## config.mk

```make
export PLATFORM = sky130hd
export DESIGN_NAME = mips_reg_dump_flat
export DESIGN_NICKNAME = d
export VERILOG_FILES = /design/src/rtl/mips_reg_dump_pkg.sv /design/src/rtl/mips_reg_dump_if.sv /design/src/rtl/mips_reg_dump.sv /design/src/flat_wrapper.sv
export SDC_FILE = /design/constraint.sdc
export NUM_CORES = 1
export LEC_CHECK = 0
export ABC_CLOCK_PERIOD_IN_PS = 2100
export CAP_MARGIN = 20
export CORE_MARGIN = 4
export CORE_UTILIZATION = 30
export DETAILED_ROUTE_END_ITERATION = 8
export GPL_TIMING_DRIVEN = 0
export MAX_ROUTING_LAYER = met4
export PLACE_DENSITY_LB_ADDON = 0.15
export SETUP_SLACK_MARGIN = 0.02
export SYNTH_ARGS = -nofsm -noshare
export SYNTH_HDL_FRONTEND = slang
export SYNTH_SLANG_ARGS = --single-unit
```

## constraint.sdc

```tcl
create_clock -name clk1 -period 2.1 [get_ports clk1]
set_clock_uncertainty 0.1 [all_clocks]
set_input_delay 0.42 -clock clk1 [delete_from_list [all_inputs] [get_ports clk1]]
set_output_delay 0.42 -clock clk1 [all_outputs]
set_load 0.01 [all_outputs]
```

## src/rtl/mips_reg_dump_pkg.sv

```systemverilog
// Shared definitions for the MIPS register dump engine: FSM encoding and
// default register-file geometry.
package mips_dbg_pkg;
  typedef enum logic [1:0] {
    IDLE = 2'd0,
    READ = 2'd1,
    SEND = 2'd2,
    DONE = 2'd3
  } dump_state_e;

  localparam int REG_ADDR_W = 5;
  localparam int WORD_W     = 32;
endpackage

```

## src/rtl/mips_reg_dump_if.sv

```systemverilog
// Valid/ready stream carrying one (index, value) register word per transfer.
interface mips_reg_dump_if
  import mips_dbg_pkg::*;
#(
  parameter int ADDR_W = REG_ADDR_W,
  parameter int DATA_W = WORD_W
);
  logic              dump_valid;
  logic              dump_ready;
  logic [ADDR_W-1:0] dump_idx;
  logic [DATA_W-1:0] dump_data;
  logic              dump_last;

  modport master (output dump_valid, dump_idx, dump_data, dump_last, input dump_ready);
  modport slave  (input dump_valid, dump_idx, dump_data, dump_last, output dump_ready);
endinterface

```

## src/rtl/mips_reg_dump.sv

```systemverilog
// Register-file read-out engine: on a HALTED rising edge, scans R0..NUM_REGS-1
// and streams each (index, value) word over a valid/ready port.
module mips_reg_dump
  import mips_dbg_pkg::*;
#(
  parameter int NUM_REGS = 32,
  parameter int ADDR_W   = REG_ADDR_W,
  parameter int DATA_W   = WORD_W
) (
  input  logic                clk1,
  input  logic                rst_n,
  input  logic                halted,
  output logic [ADDR_W-1:0]   rf_raddr,
  input  logic [DATA_W-1:0]   rf_rdata,
  mips_reg_dump_if.master     dump,
  output logic                busy,
  output logic                done
);
  localparam logic [ADDR_W-1:0] LAST_IDX = ADDR_W'(NUM_REGS - 1);

  dump_state_e       state_q, state_d;
  logic [ADDR_W-1:0] idx_q;
  logic              halted_q;
  logic              armed_q;
  logic              valid_q, last_q;
  logic [ADDR_W-1:0] oidx_q;
  logic [DATA_W-1:0] data_q;
  logic              start, xfer;

  // armed_q blocks a dump when reset is released with halted already high:
  // halted must be seen low at least once before a rising edge counts.
  assign start = halted & ~halted_q & armed_q;
  assign xfer  = valid_q & dump.dump_ready;

  always_ff @(posedge clk1 or negedge rst_n) begin
    if (!rst_n) begin
      state_q  <= IDLE;
      halted_q <= 1'b0;
      armed_q  <= 1'b0;
    end else begin
      state_q  <= state_d;
      halted_q <= halted;
      armed_q  <= armed_q | ~halted;
    end
  end

  always_comb begin
    state_d = state_q;
    case (state_q)
      IDLE:    if (start) state_d = READ;
      READ:    state_d = SEND;
      SEND:    if (xfer) state_d = last_q ? DONE : READ;
      DONE:    if (!halted) state_d = IDLE;
      default: state_d = IDLE;
    endcase
  end

  always_ff @(posedge clk1 or negedge rst_n) begin
    if (!rst_n) begin
      idx_q <= '0;
    end else if (state_q == IDLE && start) begin
      idx_q <= '0;
    end else if (state_q == SEND && xfer && !last_q) begin
      idx_q <= idx_q + 1'b1;
    end
  end

  // Output word is captured in READ and frozen until the sink takes it.
  always_ff @(posedge clk1 or negedge rst_n) begin
    if (!rst_n) begin
      valid_q <= 1'b0;
      oidx_q  <= '0;
      data_q  <= '0;
      last_q  <= 1'b0;
    end else if (state_q == READ) begin
      valid_q <= 1'b1;
      oidx_q  <= idx_q;
      data_q  <= rf_rdata;
      last_q  <= (idx_q == LAST_IDX);
    end else if (state_q == SEND && xfer) begin
      valid_q <= 1'b0;
    end
  end

  assign rf_raddr        = (state_q == READ) ? idx_q : '0;
  assign dump.dump_valid = valid_q;
  assign dump.dump_idx   = oidx_q;
  assign dump.dump_data  = data_q;
  assign dump.dump_last  = last_q;
  assign busy            = (state_q == READ) | (state_q == SEND);
  assign done            = (state_q == DONE);
endmodule

```

## src/flat_wrapper.sv

```systemverilog
// flat-port wrapper written by rule: the top's interface ports become plain ports
module mips_reg_dump_flat import mips_dbg_pkg::*;
#(
  parameter int NUM_REGS = 32,
  parameter int ADDR_W   = REG_ADDR_W,
  parameter int DATA_W   = WORD_W
)
  (clk1, rst_n, halted, rf_raddr, rf_rdata, busy, done, dump_dump_valid, dump_dump_idx, dump_dump_data, dump_dump_last, dump_dump_ready);
  mips_reg_dump_if #(.ADDR_W(ADDR_W), .DATA_W(DATA_W)) dump_i ();
  input  logic clk1;
  input  logic rst_n;
  input  logic halted;
  output logic [ADDR_W-1:0] rf_raddr;
  input  logic [DATA_W-1:0] rf_rdata;
  output logic busy;
  output logic done;
  output wire logic [$bits(dump_i.dump_valid)-1:0] dump_dump_valid;
  output wire logic [$bits(dump_i.dump_idx)-1:0] dump_dump_idx;
  output wire logic [$bits(dump_i.dump_data)-1:0] dump_dump_data;
  output wire logic [$bits(dump_i.dump_last)-1:0] dump_dump_last;
  input wire logic [$bits(dump_i.dump_ready)-1:0] dump_dump_ready;
  assign dump_dump_valid = dump_i.dump_valid;
  assign dump_dump_idx = dump_i.dump_idx;
  assign dump_dump_data = dump_i.dump_data;
  assign dump_dump_last = dump_i.dump_last;
  assign dump_i.dump_ready = dump_dump_ready;
  mips_reg_dump #(.NUM_REGS(NUM_REGS), .ADDR_W(ADDR_W), .DATA_W(DATA_W)) u_core (.clk1(clk1), .rst_n(rst_n), .halted(halted), .rf_raddr(rf_raddr), .rf_rdata(rf_rdata), .dump(dump_i), .busy(busy), .done(done));
endmodule
```

==> impl_metrics.tcl <==
set metrics [dict create \
    placed_cells 293 \
    tightest_slew_ns 0.579 \
    cpPeakStageDelay_ns 0.41 \
    grt_pass1_wl_mm 6.86 \
    area_delta_synth_final_pct 54.7 \
    io_pins 82 \
    drt-initial-drc-count 48 \
    clockBufferDepth 2 \
    cts_tree "done" \
    criticalPathCategory "reg -> out" \
    crit_arrival_ns 1.45 \
    dieArea_um2 7920 \
    antenna_found_initial 0 \
    synth_seq_cells 48 \
    synthAdderAreaFrac 0.0381 \
    avgRoutedWirePerCell_um 14.2 \
    synth-compound-area-share 0.0413 \
    ir_drop_mv 0.292 \
    synth_top_family_by_area "multiplexers" \
    crit_family "buffers and inverters" \
    start_kind "flip-flop" \
    status "complete, no violations" \
    critPathLaunch "u_core.state_q[0]" \
    synthMuxAreaShare 0.227 \
    first_pass_iters 4 \
    required_ns 1.58 \
    synth.most_common_cell "dfrtp_1" \
    utilization 0.480 \
    cts_buffers 5 \
    grt_use_total 0.116 \
    fmax_mhz 508 \
    p_leak_nw 1.46 \
    htreeDepth 2 \
    start_util 0.310 \
    grt_pass1_vias 1412 \
    cts_sinks 48 \
    clk_pin_slew_ns 0.09 \
    hold-worst-slack_ns 0.0152 \
    clockRootBuffer "clkbuf_8" \
    hold_class "in -> async" \
    rsz0062_at_grt "no" \
    syn_inst 134 \
    finalHoldViolCount 0 \
    maxCapViolCount 0 \
    worstPathMaxFanout 3 \
    synthTopCellsByCount "dfrtp_1, mux2_2, ha_1" \
    synth_edf_count 0 \
    synth_area_leaders "dfrtp_1, mux2_2, ha_1, and2_1, buf_2" \
    avgSynthCellArea_um2 14.7 \
    drive_above_1_share 0.297 \
    synthDominantCellAreaShare 0.610 \
    postRouteAntennaNets 0 \
    die_height_um 89.0 \
    synthDistinctLibCells 24 \
    diodes 0 \
    final_cell_count_no_fill 309 \
    portBuffers 81 \
    ys_seq_area_frac 0.610 \
    drc 0 \
    vias_per_cell 4.52 \
    power.density_nw_per_um2 548 \
    wirelength_mm 4.38 \
    syn_area_um2 1970 \
    cp_num_buf_inv 3 \
    critical_path.cell_chain "buf_4 -> inv_1 -> ha_1 -> dlygate4sd2_1" \
    synth_simple_gate_area_frac 0.0584 \
    gp_routability_congestion 0.682 \
    hpwl_mm 3.14 \
    yosysTopAreaCell "dfrtp_1" \
    overflow 0 \
    crit-reg2reg-launch "u_core.state_q[0]" \
    die_x_um 89.0 \
    setup_ws_ns 0.132 \
    post-route-period-util 0.937 \
    slowest_stage "dfrtp_1" \
    ys.flop_type "dfrtp_1" \
    postSynth.asyncResetShare 1.00 \
    pre_cts_ws_ns -0.225 \
    grt_max_degree 26 \
    dr_total_vias 1397 \
    nNetsFinal 273 \
    synth_nets 176 \
    setup_viol 0 \
    min_period_ns 1.97 \
    slew_viol_final 0 \
    relSlewSlack 0.614 \
    synth-xor-area-share 0.00445 \
    yosysWarnings 0 \
    insertion_delay_ns 0.29 \
    rows 29 \
    core_um2 6350 \
    crit_path_end_kind "primary output" \
]
## what timing repair did
item,in CTS,in global routing
endpoints found under the setup margin,6,5
hold buffers,0,0
buffers inserted,5,3
gates resized for setup,19,5
pin swaps,0,0
## layout by cell type (no fill, tap or decap), types with 3 or more instances in the layout
cell type / synthesis / layout
buf_2: 5 / 5
dfrtp_1: 48 / 48
mux2_2: 38 / 38
and2_1: 5 / 5
clkbuf_8: 0 / 5
a21oi_1: 3 / 3
inv_1: 4 / 3
clkbuf_2: 0 / 4
clkdlybuf4s50_1: 0 / 73
ha_1: 6 / 5
nor2_1: 4 / 4
buf_4: 0 / 8
## stage by stage
step | instance area, µm² | setup TNS [ns] | total power [mW]
2_1_floorplan | 1970 | 0 | 0.945
3_3_place_gp | 2880 | -50.14 | 1.03
3_5_place_dp | 2890 | -1.09 | 1.03
4_1_cts | 3050 | 0 | 1.71
5_1_grt | 3050 | 0 | 1.76
6_report | 3050 | 0 | 1.67
## power by group
group | switching [mW] | leakage (nW) | internal [mW] | total, mW
Clock | 0.302 | 0.0552 | 0.354 | 0.655
Sequential | 0.000135 | 0.658 | 0.924 | 0.924
Combinational | 0.0285 | 0.747 | 0.0600 | 0.0885
Total | 0.330 | 1.46 | 1.34 | 1.67
## worst paths after layout
path	to	slack [ns]	cells after the start
max reg2reg	u_core.idx_q[3]	0.24	6
min reg2reg	u_core.armed_q	0.38	1
max	busy	0.13	4
max in group asynchronous	u_core.dump.dump_data[27]	1.36	2
min	u_core.dump.dump_valid	0.02	1
min in group clk1	u_core.armed_q	0.38	1
## final cells by class
cell class              count  area, µm²
multi-input cells          77        731
flip-flops and latches     48       1200
repair buffers             90        858
inverters                   4       15.0
clock inverters             2       35.0
clock buffers               6       72.6
fillers                   596       3300
plain buffers               5       37.5
well taps                  77       96.3
## kinds of logic (layout without fill, tap and decap cells)
group | Yosys count | in the layout
DFF | 48 | 48
muxes | 40 | 40
and+or+nand+nor | 18 | 18
AOI/OAI and AO/OA | 12 | 12
buffers and inverters | 9 | 107
adders and majority gates | 6 | 6
xor gates and xnor gates | 1 | 1
## layer usage
metal  vias to the layer above  part of all wire  GRT usage  routed length [µm]
li1                        661                 -          -                   -
met1                       682              0.44      0.143                1920
met2                        49              0.46      0.181                2030
met3                         5             0.087     0.0387                 379
met4                         0            0.0096     0.0365                  42
met5                         -                 0          -                   0
## flip-flops by register name, summed over array words and instances, names as in the netlist
register	flops
u_core.dump.dump_data	32
u_core.idx_q	5
u_core.state_q	2
u_core.dump.dump_last	1
u_core.halted_q	1
u_core.armed_q	1
u_core.dump.dump_idx	5
u_core.dump.dump_valid	1
Power figures use the tool's default switching activity.
